`src/rtl/mem_port_arbiter_if.sv`:
```
// Signal bundle between the fetch/LSU requesters, the memory-port arbiter and the shared memory port.
// The slave modport is the arbiter's view; the master modport is the requesters plus the memory side.
interface mem_port_arbiter_if #(
   parameter int AW = 32,
   parameter int DW = 32
);
   logic          if_req;
   logic [AW-1:0] if_addr;
   logic          if_ack;
   logic [DW-1:0] if_rdata;
   logic          d_req;
   logic          d_we;
   logic [3:0]    d_be;
   logic [AW-1:0] d_addr;
   logic [DW-1:0] d_wdata;
   logic          d_ack;
   logic [DW-1:0] d_rdata;
   logic          mem_req;
   logic          mem_we;
   logic [3:0]    mem_be;
   logic [AW-1:0] mem_addr;
   logic [DW-1:0] mem_wdata;
   logic          mem_ack;
   logic [DW-1:0] mem_rdata;

   modport slave (
      input  if_req, if_addr, d_req, d_we, d_be, d_addr, d_wdata, mem_ack, mem_rdata,
      output if_ack, if_rdata, d_ack, d_rdata, mem_req, mem_we, mem_be, mem_addr, mem_wdata
   );

   modport master (
      output if_req, if_addr, d_req, d_we, d_be, d_addr, d_wdata, mem_ack, mem_rdata,
      input  if_ack, if_rdata, d_ack, d_rdata, mem_req, mem_we, mem_be, mem_addr, mem_wdata
   );
endinterface

```
`src/rtl/mem_port_arbiter.sv`:
```
// Round-robin arbiter sharing one memory port between instruction fetch and load/store.
// Optional grant timeout is enabled by defining ARB_TIMEOUT_EN.
module mem_port_arbiter #(
   parameter int AW      = 32,
   parameter int DW      = 32,
   parameter int TIMEOUT = 255
) (
   input  logic              clk,
   input  logic              rst_n,
   mem_port_arbiter_if.slave bus,
   output logic              sel,
   output logic              busy,
   output logic              err
);
   typedef enum logic [1:0] {
      IDLE    = 2'd0,
      GRANT_I = 2'd1,
      GRANT_D = 2'd2
   } state_t;

   state_t state_r, state_s;
   logic   last_d_r, last_d_s;
   logic   sel_r, sel_s;
   logic   granted_s;
   logic   tmo_s;
   logic   done_s;

   assign granted_s = (state_r != IDLE);
   assign done_s    = granted_s && (bus.mem_ack || tmo_s);

`ifdef ARB_TIMEOUT_EN
   localparam int            CW      = $clog2(TIMEOUT + 1);
   localparam logic [CW-1:0] TMO_MAX = CW'(TIMEOUT);
   logic [CW-1:0] tmo_cnt_r;

   // cycles the current grant has waited without mem_ack
   always_ff @(posedge clk) begin
      if (!rst_n) begin
         tmo_cnt_r <= {CW{1'b0}};
      end else if (!granted_s || done_s) begin
         tmo_cnt_r <= {CW{1'b0}};
      end else begin
         tmo_cnt_r <= tmo_cnt_r + CW'(1);
      end
   end

   assign tmo_s = granted_s && !bus.mem_ack && (tmo_cnt_r == TMO_MAX);
`else
   logic unused_tmo_s;
   assign unused_tmo_s = (TIMEOUT != 0);
   assign tmo_s        = 1'b0;
`endif

   // grant state, last-served requester and registered mux select
   always_ff @(posedge clk) begin
      if (!rst_n) begin
         state_r  <= IDLE;
         last_d_r <= 1'b1;
         sel_r    <= 1'b0;
      end else begin
         state_r  <= state_s;
         last_d_r <= last_d_s;
         sel_r    <= sel_s;
      end
   end

   // next state: ties go to whoever was not served last; a grant ends only on ack or timeout
   always_comb begin
      state_s  = state_r;
      last_d_s = last_d_r;
      sel_s    = sel_r;
      case (state_r)
         IDLE: begin
            if (bus.if_req && (!bus.d_req || last_d_r)) begin
               state_s = GRANT_I;
               sel_s   = 1'b0;
            end else if (bus.d_req) begin
               state_s = GRANT_D;
               sel_s   = 1'b1;
            end else begin
               state_s = IDLE;
            end
         end
         GRANT_I: begin
            if (done_s) begin
               state_s  = IDLE;
               last_d_s = 1'b0;
            end else begin
               state_s = GRANT_I;
            end
         end
         GRANT_D: begin
            if (done_s) begin
               state_s  = IDLE;
               last_d_s = 1'b1;
            end else begin
               state_s = GRANT_D;
            end
         end
         default: begin
            state_s = IDLE;
         end
      endcase
   end

   // port mux and requester responses; acks are suppressed while reset is asserted
   always_comb begin
      bus.mem_req   = 1'b0;
      bus.mem_we    = 1'b0;
      bus.mem_be    = 4'h0;
      bus.mem_addr  = {AW{1'b0}};
      bus.mem_wdata = {DW{1'b0}};
      bus.if_ack    = 1'b0;
      bus.d_ack     = 1'b0;
      bus.if_rdata  = bus.mem_rdata;
      bus.d_rdata   = bus.mem_rdata;
      err           = 1'b0;
      case (state_r)
         GRANT_I: begin
            bus.mem_req  = 1'b1;
            bus.mem_be   = 4'hF;
            bus.mem_addr = bus.if_addr;
            bus.if_ack   = rst_n && done_s;
            err          = rst_n && tmo_s;
            if (tmo_s) begin
               bus.if_rdata = {DW{1'b0}};
            end else begin
               bus.if_rdata = bus.mem_rdata;
            end
         end
         GRANT_D: begin
            bus.mem_req   = 1'b1;
            bus.mem_we    = bus.d_we;
            bus.mem_be    = bus.d_be;
            bus.mem_addr  = bus.d_addr;
            bus.mem_wdata = bus.d_wdata;
            bus.d_ack     = rst_n && done_s;
            err           = rst_n && tmo_s;
            if (tmo_s) begin
               bus.d_rdata = {DW{1'b0}};
            end else begin
               bus.d_rdata = bus.mem_rdata;
            end
         end
         default: begin
            bus.mem_req = 1'b0;
         end
      endcase
   end

   assign sel  = sel_r;
   assign busy = granted_s;
endmodule

```
`src/flat_wrapper.sv`:
```
// flat-port wrapper written by rule: the top's interface ports become plain ports
module mem_port_arbiter_flat 
#(
   parameter int AW      = 32,
   parameter int DW      = 32,
   parameter int TIMEOUT = 255
)
  (clk, rst_n, sel, busy, err, bus_if_req, bus_if_addr, bus_d_req, bus_d_we, bus_d_be, bus_d_addr, bus_d_wdata, bus_mem_ack, bus_mem_rdata, bus_if_ack, bus_if_rdata, bus_d_ack, bus_d_rdata, bus_mem_req, bus_mem_we, bus_mem_be, bus_mem_addr, bus_mem_wdata);
  mem_port_arbiter_if #(.AW(AW), .DW(DW)) bus_i ();
  input  logic clk;
  input  logic rst_n;
  output logic sel;
  output logic busy;
  output logic err;
  input wire logic [$bits(bus_i.if_req)-1:0] bus_if_req;
  input wire logic [$bits(bus_i.if_addr)-1:0] bus_if_addr;
  input wire logic [$bits(bus_i.d_req)-1:0] bus_d_req;
  input wire logic [$bits(bus_i.d_we)-1:0] bus_d_we;
  input wire logic [$bits(bus_i.d_be)-1:0] bus_d_be;
  input wire logic [$bits(bus_i.d_addr)-1:0] bus_d_addr;
  input wire logic [$bits(bus_i.d_wdata)-1:0] bus_d_wdata;
  input wire logic [$bits(bus_i.mem_ack)-1:0] bus_mem_ack;
  input wire logic [$bits(bus_i.mem_rdata)-1:0] bus_mem_rdata;
  output wire logic [$bits(bus_i.if_ack)-1:0] bus_if_ack;
  output wire logic [$bits(bus_i.if_rdata)-1:0] bus_if_rdata;
  output wire logic [$bits(bus_i.d_ack)-1:0] bus_d_ack;
  output wire logic [$bits(bus_i.d_rdata)-1:0] bus_d_rdata;
  output wire logic [$bits(bus_i.mem_req)-1:0] bus_mem_req;
  output wire logic [$bits(bus_i.mem_we)-1:0] bus_mem_we;
  output wire logic [$bits(bus_i.mem_be)-1:0] bus_mem_be;
  output wire logic [$bits(bus_i.mem_addr)-1:0] bus_mem_addr;
  output wire logic [$bits(bus_i.mem_wdata)-1:0] bus_mem_wdata;
  assign bus_i.if_req = bus_if_req;
  assign bus_i.if_addr = bus_if_addr;
  assign bus_i.d_req = bus_d_req;
  assign bus_i.d_we = bus_d_we;
  assign bus_i.d_be = bus_d_be;
  assign bus_i.d_addr = bus_d_addr;
  assign bus_i.d_wdata = bus_d_wdata;
  assign bus_i.mem_ack = bus_mem_ack;
  assign bus_i.mem_rdata = bus_mem_rdata;
  assign bus_if_ack = bus_i.if_ack;
  assign bus_if_rdata = bus_i.if_rdata;
  assign bus_d_ack = bus_i.d_ack;
  assign bus_d_rdata = bus_i.d_rdata;
  assign bus_mem_req = bus_i.mem_req;
  assign bus_mem_we = bus_i.mem_we;
  assign bus_mem_be = bus_i.mem_be;
  assign bus_mem_addr = bus_i.mem_addr;
  assign bus_mem_wdata = bus_i.mem_wdata;
  mem_port_arbiter #(.AW(AW), .DW(DW), .TIMEOUT(TIMEOUT)) u_core (.clk(clk), .rst_n(rst_n), .bus(bus_i), .sel(sel), .busy(busy), .err(err));
endmodule
```
`config.mk`:
```
export PLATFORM = sky130hd
export DESIGN_NAME = mem_port_arbiter_flat
export DESIGN_NICKNAME = d
export VERILOG_FILES = /design/src/rtl/mem_port_arbiter_if.sv /design/src/rtl/mem_port_arbiter.sv /design/src/flat_wrapper.sv
export SDC_FILE = /design/constraint.sdc
export NUM_CORES = 1
export LEC_CHECK = 0
export ABC_CLOCK_PERIOD_IN_PS = 1210
export BUFFER_PORTS_ARGS = -buffer_cell sky130_fd_sc_hd__buf_2
export CAP_MARGIN = 20
export CELL_PAD_IN_SITES_DETAIL_PLACEMENT = 2
export CELL_PAD_IN_SITES_GLOBAL_PLACEMENT = 2
export CORE_ASPECT_RATIO = 1.4
export CORE_MARGIN = 8
export CORE_UTILIZATION = 10
export CTS_CLUSTER_SIZE = 10
export DETAILED_ROUTE_END_ITERATION = 6
export GPL_ROUTABILITY_DRIVEN = 0
export PLACE_DENSITY = 0.88
export SYNTH_ARGS = -nofsm -noshare
export SYNTH_HDL_FRONTEND = slang
export SYNTH_SLANG_ARGS = --single-unit
```
`constraint.sdc`:
```
create_clock -name clk -period 1.21 [get_ports clk]
set_input_delay 0.121 -clock clk [delete_from_list [all_inputs] [get_ports clk]]
set_output_delay 0.121 -clock clk [all_outputs]
set_load 0.03 [all_outputs]
```
==> out/results.txt, run 1 <==
setup slack after layout - -0.414 ns
Hold Violations, Final - 0
largest net degree at the start of global routing - 25
Finished Cell Area - 3620 um^2
Post-synth ARST share - 0%
share of the synthesized area in the top cell type - 34.1%
total CTS buffers - 3
CTS sink count - 4
Ys Warns - 0
Clock Tree Buf Depth - 2
worst-path fanout max - 5
clk_lat worst skew - 0.23 ns
Data required, critical path - 1.09 ns
# IOs - 277
HPWL after DPL - 8040 um
Met3 Routed Length - 1070 um
I/O Buffers - 179
Post-synth EDFFs - 0
Reg clk slew, reported paths - 0.03 ns
Hold Worst Slack - 0.145 ns
CTS tree - yes
area leader, netlist - buf_4
Netlist cell types - 24
Finish-stage setup viols - 76
Power per Cell Area - 942 nW/um^2
critical setup path kind - reg2out
Mapped Cells - 216
Setup TNS Final - -24.06 ns
Slew Viols, Final - 0
Site Rows - 53
multi-input logic area - 1430 um^2
number of DRC markers in iteration 0 - 39
Net count, final - 485
Sequential cell area - 87.6 um^2
max cap viols - 0
total placed instance area - 2630 um^2
vias - 2033
syn_area_per_cell - 7.13 um^2
peak supply drop - 846 uV
Worst Skew - 0.000186 ns
Met1 Wirelength - 3400 um
syn nets - 358
WL met2 - 6220 um
die area - 19700 um^2
max frequency - 616 MHz
CTS root buffer - clkbuf_16
status - finished with violations
Die X - 121 um
initial antenna violation count - 2
DRT Pass-1 Iters - 3
flip-flop and latch count after synthesis - 4
CP Launch Type - flip-flop
highest metal used - met5
CP arrival - 1.50 ns
Post-Syn Area - 1540 um^2
Tot GR Track Use - 10.1%
Die H - 163 um
fill count - 1680
final WL - 11300 um
htree depth - 1
Starting Density - 10.2%
drt via density - 3.81
first-pass GRT wire length - 15100 um
DRT antenna net count - 0
CP Capture Type - output port
wire per inst - 21.1 um
failing checks - negative setup slack
commonest cells in the synthesized netlist - 70 x buf_4, 36 x nor2b_1, 34 x and2_1
period utilization - 134%
cts hold-fix bufs - 0
core area - 15100 um^2
total gr overflow - 0
Final min period - 1.62 ns
HP Class - in2reg
LEAKAGE - 1.57 nW
P&R area growth vs syn - 135%
top_reg_cell synth - dfxtp_1
top cells by area, synth - buf_4 34%, a22oi_1 16%, nor2b_1 15%
share of post-route cells with drive strength above 1 - 94.7%
DRC Markers - 0
most frequent cell after synthesis - buf_4
vias in the first global route - 2444
RSZ-0062 raised after global routing - yes
power consumption - 3.41 mW
sequential share of the synthesized area - 5.20%
repair_timing:
item / CTS / global route
pin swaps: 6 / 5
cloned: 4 / 3
endpoints found under the hold margin: 0 / 0
setup endpoints to repair: 77 / 77
buffers inserted: 6 / 6
resized for setup: 170 / 41
final cells by class:
type / count / area share (%)
well taps: 192 / 6.64
inverters: 3 / 0.450
repair buffers: 203 / 48.7
diodes: 1 / 0.0692
flip-flops and latches: 4 / 2.42
clock buffers: 3 / 2.08
multi-input cells: 128 / 39.6
cells by family after synthesis:
group           share of synthesized area [%]
other cells                             0.243
buf+inv                                  38.8
compound gates                           20.4
simple gates                             32.1
fa+ha+maj                                3.25
flops                                    5.20
worst max-delay path, cell delays in order, from the launching register on:
cell and delay (ns):
dfxtp_4 0.37, inv_4 0.05, ha_4 0.32, buf_16 0.13, buf_8 0.11, nor2b_4 0.15, buf_6 0.13
cell usage in the layout, fill, tap and decap left out:
cell,synthesis,routed
a21oi_1,6,1
and2b_2,1,1
o21ai_1,1,1
buf_16,0,2
nand2b_1,3,3
diode_2,0,1
a21oi_4,0,3
a21oi_2,1,3
o21ai_2,0,1
nor2_1,1,1
clkbuf_16,0,5
and3_4,0,2
nor2b_4,0,31
a31oi_1,1,1
ha_1,4,1
dfxtp_4,0,2
buf_4,70,6
buf_6,1,73
a21bo_1,1,1
nand2b_4,0,1
a22oi_1,32,5
nand2_1,1,1
a32oi_2,0,1
and2_4,0,34
a22oi_2,0,27
buf_8,0,4
conb_1,1,1
dfxtp_1,4,2
inv_2,0,1
ha_4,0,3
nor2b_2,0,5
inv_4,0,2
buf_2,9,106
buf_12,0,10
path summary, 6_finish.rpt:
path                                     start                           end  slack, ns  depth (start not counted)
hold reg to reg        u_core.sel$_SDFFE_PN0P_       u_core.sel$_SDFFE_PN0P_       0.52                          2
setup / recovery  u_core.state_r[0]$_SDFF_PN0_                 bus_mem_be[2]      -0.41                          6
setup reg to reg  u_core.state_r[0]$_SDFF_PN0_  u_core.last_d_r$_SDFFE_PN1P_      -0.27                          8
hold / removal                      bus_if_req       u_core.sel$_SDFFE_PN0P_       0.14                          2
state kept, by name (all words and copies together), names as in the netlist:
signal           count
u_core.last_d_r      1
u_core.state_r       2
u_core.sel           1
where the power goes:
part           internal (mW)  switching (mW)  total [mW]
combinational           1.43            1.27        2.70
clock                  0.423          0.0971       0.520
sequential             0.156          0.0294       0.185
total                   2.01            1.40        3.41
stage by stage:
stage	setup slack, ns	cells	utilization (%)
finish	-0.414	534	24.0
global route	-0.457	534	24.0
CTS	-0.416	527	22.6
detailed placement	-0.278	514	17.5
global placement	-0.216	514	17.5
floorplan	-0.124	216	-
routing by layer:
layer,vias up,global-route usage [%]
li1,901,-
met1,933,8.56
met2,138,20.6
met3,59,2.53
met4,2,5.24
met5,-,0
Power figures use the tool's default switching activity.
==> run 2: changes to the inputs <==
--- a/config.mk
+++ b/config.mk
@@ -5,6 +5,7 @@
 export SDC_FILE = /design/constraint.sdc
 export NUM_CORES = 1
 export LEC_CHECK = 0
+export ABC_AREA = 1
 export ABC_CLOCK_PERIOD_IN_PS = 1210
 export BUFFER_PORTS_ARGS = -buffer_cell sky130_fd_sc_hd__buf_2
 export CAP_MARGIN = 20
@@ -16,7 +17,7 @@
 export CTS_CLUSTER_SIZE = 10
 export DETAILED_ROUTE_END_ITERATION = 6
 export GPL_ROUTABILITY_DRIVEN = 0
-export PLACE_DENSITY = 0.88
+export PLACE_DENSITY = 0.9
 export SYNTH_ARGS = -nofsm -noshare
 export SYNTH_HDL_FRONTEND = slang
 export SYNTH_SLANG_ARGS = --single-unit
==> run 2 against run 1 <==
The run still ends with negative setup slack left. First-iteration DRC count up 18%. Sequential power is 5% lower. Power grew 9.8%. Combinational power increased by 13%. Worst hold slack worse by 0.021 ns. Non-clock buffer count grew 25. Sequential cell count is the same. Clock skew up 0.00066 ns. Die area rose by 4.2%.
==> out/results.txt, run 2 <==
status - finished with violations
failing checks - negative setup slack
Slew Viols, Final - 0 (unchanged)
initial antenna violation count - 3 (+1)
Ys Warns - 0 (unchanged)
P&R area growth vs syn - 161%
total CTS buffers - 3 (unchanged)
most frequent cells in the layout - 106 x buf_2, 92 x buf_6, 54 x nand2_1, 36 x inv_2
Die X - 123 um (+2.1%)
final WL - 11500 um (+1.9%)
Non-Filler Instances - 640 (+20%)
htree depth - 1 (unchanged)
LEAKAGE - 2.09 nW (+33%)
HPWL after DPL - 8190 um (+2.0%)
Power per Cell Area - 887 nW/um^2 (-5.9%)
setup slack after layout - -0.456 ns (-0.0418 ns)
DRT antenna net count - 0 (unchanged)
share of the synthesized area in the top cell type - 31.6% (-2.5 points)
cts hold-fix bufs - 0 (unchanged)
max frequency - 600 MHz (-2.5%)
sequential share of the synthesized area - 4.96% (-0.24 points)
Post-synth EDFFs - 0 (unchanged)
DRC Markers - 0 (unchanged)
CTS tree - yes
peak supply drop - 371 uV (-56%)
CTS sink count - 4 (unchanged)
syn nets - 431 (+20%)
CP arrival - 1.54 ns (+0.04 ns)
most frequent cell after synthesis - nand2_1
drt via density - 3.71 (-2.4%)
critical path's slowest cell - dfxtp_4
worst path buffer plus inverter count - 5 (+1)
DRT Pass-1 Iters - 4 (+1)
max cap viols - 0 (unchanged)
Clock Tree Buf Depth - 2 (unchanged)
die area - 20500 um^2 (+4.2%)
Reg clk slew, reported paths - 0.03 ns (about the same)
grt peak-use layer - met2
area leader, netlist - buf_4
CP Capture Type - output port
wire per inst - 17.9 um (-15%)
met2 GRT Util - 20.7% (+0.076 points)
HP Class - in2reg
Worst Skew - 0.000842 ns (+0.000656 ns)
share of post-route cells with drive strength above 1 - 85.5% (-9.3 points)
Netlist cell types - 16 (-33%)
CP Launch Type - flip-flop
Finish-stage setup viols - 76 (unchanged)
placed cells - 610 (+19%)
most common cell after layout, fill and taps aside - buf_2
largest net degree at the start of global routing - 18 (-28%)
Final min period - 1.67 ns (+0.0418 ns)
Mapped Cells - 289 (+34%)
top cells by area, synth - buf_4 32%, nand2_1 26%, inv_1 9.8%
met3 usage - 3.16% (+0.63 points)
cells along the critical path - inv_4 > buf_6 > ha_4 > inv_8 > clkbuf_16 > a21oi_4 > buf_6
Tot GR Track Use - 10.3% (+0.24 points)
Post-Syn Area - 1610 um^2 (+4.8%)
Die H - 166 um (+2.1%)
Net count, final - 584 (+20%)
vias in the first global route - 2919 (+19%)
RSZ-0062 raised after global routing - yes
worst-path fanout max - 10 (+5)
power consumption - 3.74 mW (+9.8%)
period utilization - 138% (+3.5 points)
top_reg_cell synth - dfxtp_1
clk_lat worst skew - 0.23 ns (about the same)
most used cell, CP - buf_6
critical setup path kind - reg2out
first-pass GRT wire length - 16200 um (+7.2%)
number of DRC markers in iteration 0 - 46 (+18%)
Starting Density - 10.1% (-0.12 points)
vias - 2377 (+17%)
Largest Register - u_core.state_r
Hold Violations, Final - 0 (unchanged)
Data required, critical path - 1.09 ns (about the same)
max reg flops - 2 (unchanged)
Site Rows - 55 (+3.8%)
met1 Resource Use GR - 8.35% (-0.22 points)
delay-heaviest family, CP - buffers and inverters
slowest stage delay, CP - 0.36 ns (about the same)
CTS root buffer - clkbuf_16
syn_area_per_cell - 5.58 um^2 (-22%)
commonest cells in the synthesized netlist - 111 x nand2_1, 68 x buf_4, 42 x inv_1
flip-flop and latch count after synthesis - 4 (unchanged)
I/O Buffers - 179 (unchanged)
Post-synth ARST share - 0% (unchanged)
r2r setup slk - -0.22 ns (+0.05 ns)
core area - 16000 um^2 (+6.1%)
total gr overflow - 0 (unchanged)
# IOs - 277 (unchanged)
[run 2: layout make-up]
cell class                      count  area, um^2
Multi-Input combinational cell    162        1500
Tap cell                          199         249
Fill cell                        1828       11700
Timing Repair Buffer              228        2120
Inverter                           43         188
Clock buffer                        3        75.1
Sequential cell                     4        85.1
Antenna cell                        1        2.50
[run 2: layer usage]
metal	share of wire (%)	vias to the layer above
li1	-	1101
met1	28	1089
met4	5.1	4
met5	0.23	-
met3	10	51
met2	57	132
[run 2: report_power, final]
| part | leakage (nW) | internal [mW] | switching (mW) | total, mW |
|---|---|---|---|---|
| clock | 0.0370 | 0.423 | 0.107 | 0.530 |
| combinational | 2.02 | 1.42 | 1.62 | 3.04 |
| sequential | 0.0341 | 0.156 | 0.0186 | 0.175 |
[run 2: cell families after synthesis]
kind of cell    Yosys count  synth area share [%]
compound gates           40                  14.4
simple gates            117                  27.5
fa+ha+maj                 4                  3.10
buf+inv                 123                  49.8
flops                     4                  4.96
other cells               1                 0.232
[run 2: per-stage QoR]
stage	utilization (%)	TNS [ns]	hold WS, ns	setup WS [ns]	cell area [um^2]
4_1_cts	24.8	-26.28	0.138	-0.446	3960
3_5_place_dp	17.2	-15.48	0.242	-0.357	2740
6_report	26.4	-26.56	0.124	-0.456	4220
2_1_floorplan	-	-3.31	0.205	-0.0937	2030
5_1_grt	26.4	-30.60	0.147	-0.494	4220
3_3_place_gp	17.2	-12.90	0.242	-0.297	2740
[run 2: worst reg2reg max path: cells and delay by family, from the launching register on]
kind,cells,cell delay (ns)
adder cells (fa/ha/maj),1,0.19
AND/OR/NAND/NOR,3,0.20
flip-flops,1,0.36
buffers and inverters,4,0.45
AO/OA/AOI/OAI,1,0.12
[run 2: worst paths after layout]
path	to	start	cells after the start
min reg2reg	u_core.last_d_r$_SDFFE_PN1P_	u_core.last_d_r$_SDFFE_PN1P_	2
min	u_core.last_d_r$_SDFFE_PN1P_	rst_n	2
max	bus_mem_addr[16]	u_core.state_r[0]$_SDFF_PN0_	7
max reg2reg	u_core.last_d_r$_SDFFE_PN1P_	u_core.state_r[0]$_SDFF_PN0_	9
[run 2: repair_timing]
| action | 4_1_cts | 5_1_grt |
|---|---|---|
| setup endpoints to repair | 77 | 77 |
| setup buffers | 12 | 9 |
| pin swaps | 6 | 11 |
| cloned | 7 | 2 |
| resized for setup | 293 | 39 |
==> run 3: changes to the inputs <==
--- a/config.mk
+++ b/config.mk
@@ -12,8 +12,9 @@
 export CELL_PAD_IN_SITES_DETAIL_PLACEMENT = 2
 export CELL_PAD_IN_SITES_GLOBAL_PLACEMENT = 2
 export CORE_ASPECT_RATIO = 1.4
-export CORE_MARGIN = 8
+export CORE_MARGIN = 10
 export CORE_UTILIZATION = 10
+export CTS_BUF_LIST = sky130_fd_sc_hd__clkbuf_8
 export CTS_CLUSTER_SIZE = 10
 export DETAILED_ROUTE_END_ITERATION = 6
 export GPL_ROUTABILITY_DRIVEN = 0
==> run 3 against run 2 <==
The run still ends with negative setup slack left. Via count is 1.2% lower. Cell count decreased by 2.2%. Register-to-register slack worse by 0.02 ns. Cell area down 4.0%. Sequential cell count stayed put. Sequential power about the same. First-iteration DRC count down 26%. Critical path depth stayed put. Power fell by 9.3%. Clock power shrank 47%. Worst setup slack better by 0.046 ns. Sequential share of layout area up 0.15 points. Largest power group unchanged.
==> out/results.txt, run 3 (synthesized netlist as in run 2, its figures left out) <==
max cap viols - 0 (unchanged)
met3 usage - 3.73% (+0.57 points)
critical path launch point - u_core.state_r[0]$_SDFF_PN0_
met2 GRT Util - 17.2% (-3.5 points)
vias - 2348 (-1.2%)
drt via density - 3.75 (+0.99%)
most common cell after layout, fill and taps aside - buf_2
Data required, critical path - 1.09 ns (about the same)
final WL - 11900 um (+3.8%)
I/O Buffers - 179 (unchanged)
Reg-to-Reg End - u_core.last_d_r$_SDFFE_PN1P_
LEAKAGE - 1.98 nW (-5.5%)
CTS sink count - 4 (unchanged)
slowest stage delay, CP - 0.36 ns (about the same)
Largest Register - u_core.state_r
total CTS buffers - 3 (unchanged)
delay-heaviest family, CP - buffers and inverters
worst flop-to-flop path startpoint - u_core.state_r[0]$_SDFF_PN0_
Non-Filler Instances - 626 (-2.2%)
cells along the critical path - inv_4 > ha_4 > buf_8 > clkbuf_16 > nand2_2 > a21oi_4 > buf_6
max reg flops - 2 (unchanged)
setup slack after layout - -0.410 ns (+0.0458 ns)
Hold Worst Slack - 0.169 ns (+0.0447 ns)
DRT antenna net count - 0 (unchanged)
failing checks - negative setup slack
Finish-stage setup viols - 75 (-1.3%)
period utilization - 134% (-3.8 points)
crit path to - bus_mem_addr[3]
Post-Place Worst Slack - -0.348 ns (+0.00852 ns)
Site Rows - 54 (-1.8%)
CP Launch Type - flip-flop
critical setup path kind - reg2out
RSZ-0062 raised after global routing - yes
P&R area growth vs syn - 151%
wire per inst - 19.0 um (+6.1%)
# IOs - 277 (unchanged)
share of post-route cells with drive strength above 1 - 87.2% (+1.8 points)
grt peak-use layer - met2
r2r setup slk - -0.24 ns (-0.02 ns)
total gr overflow - 0 (unchanged)
Hold Violations, Final - 0 (unchanged)
# diodes - 0 (-1)
Setup TNS Final - -24.83 ns (+1.73 ns)
critical path's slowest cell - dfxtp_4
HPWL after DPL - 7980 um (-2.6%)
Final min period - 1.62 ns (-0.0458 ns)
met1 Resource Use GR - 8.10% (-0.25 points)
CTS tree - yes
htree depth - 1 (unchanged)
worst path buffer plus inverter count - 4 (-1)
first-pass GRT wire length - 15300 um (-5.2%)
DRC Markers - 0 (unchanged)
cts hold-fix bufs - 0 (unchanged)
worst-path fanout max - 4 (-6)
peak supply drop - 303 uV (-18%)
CTS root buffer - clkbuf_8
vias in the first global route - 2706 (-7.3%)
number of DRC markers in iteration 0 - 34 (-26%)
Net count, final - 574 (-1.7%)
Crit path depth - 7 (unchanged)
status - finished with violations
core area - 15700 um^2 (-1.4%)
Tot GR Track Use - 9.03% (-1.3 points)
Slew Viols, Final - 0 (unchanged)
initial antenna violation count - 0 (-3)
Clock Tree Buf Depth - 2 (unchanged)
DRT Pass-1 Iters - 3 (-1)
most frequent cells in the layout - 106 x buf_2, 82 x buf_6, 55 x nand2_2, 33 x nand2_1, 31 x a21oi_4
Finished Cell Area - 4050 um^2 (-4.0%)
Reg clk slew, reported paths - 0.03 ns (about the same)
placed cells - 599 (-1.8%)
total placed instance area - 2650 um^2 (-3.2%)
Die X - 127 um (+3.2%)
CP arrival - 1.50 ns (-0.04 ns)
power consumption - 3.39 mW (-9.3%)
max frequency - 617 MHz (+2.8%)
Die H - 170 um (+2.4%)
die area - 21700 um^2 (+5.7%)
Starting Density - 10.3% (+0.14 points)
number of cells on the worst reg-to-reg path - 9 (unchanged)
Worst Skew - 0.00139 ns (+0.000543 ns)
fin util - 25.7% (-0.70 points)
largest net degree at the start of global routing - 37 (+19)
HP Class - in2reg
clk_lat worst skew - 0.22 ns (about the same)
Power per Cell Area - 837 nW/um^2 (-5.6%)
CP Capture Type - output port
## run 3: repair_timing
| action | CTS | global route |
|---|---|---|
| pin swaps | 4 | 11 |
| setup endpoints to repair | 76 | 77 |
| cloned | 5 | 10 |
| resized for setup | 213 | 107 |
| buffers inserted | 8 | 5 |
| endpoints found under the hold margin | 0 | 0 |
## run 3: how the worst min path moves through the flow
stage	start	endpoint	slack (ns)	depth (start not counted)
floorplan	rst_n	u_core.last_d_r$_SDFFE_PN1P_	0.21	1
global placement	bus_mem_rdata[11]	bus_d_rdata[11]	0.24	0
detailed placement	bus_mem_rdata[11]	bus_d_rdata[11]	0.24	0
CTS	rst_n	u_core.last_d_r$_SDFFE_PN1P_	0.17	2
global route	rst_n	u_core.last_d_r$_SDFFE_PN1P_	0.18	2
finish	rst_n	u_core.last_d_r$_SDFFE_PN1P_	0.17	2
## run 3: report_power, final
part	switching, mW	internal, mW	leakage (nW)
combinational	1.64	1.29	1.92
clock	0.0679	0.212	0.0216
sequential	0.0222	0.156	0.0344
## run 3: layout make-up
| type | count | area [um^2] |
|---|---|---|
| Clock buffer | 3 | 41.3 |
| Fill cell | 1800 | 11700 |
| Inverter | 43 | 199 |
| Multi-Input combinational cell | 162 | 1440 |
| Sequential cell | 4 | 87.6 |
| Tap cell | 196 | 245 |
| Timing Repair Buffer | 215 | 1990 |
| Timing Repair inverter | 3 | 47.5 |
## run 3: worst reg2reg max path, stage by stage (launching register included)
cell,delay [ns]
dfxtp_4,0.37
inv_4,0.05
ha_4,0.18
buf_6,0.14
clkbuf_16,0.16
buf_6,0.12
o21ai_2,0.12
nand2_1,0.07
nand2_1,0.06
nand3_1,0.06
## run 3: per-layer routing
| layer | wire length, um | up-vias |
|---|---|---|
| li1 | - | 1082 |
| met1 | 3620 | 1093 |
| met2 | 6730 | 124 |
| met3 | 1040 | 49 |
| met4 | 524 | 0 |
| met5 | 0 | - |
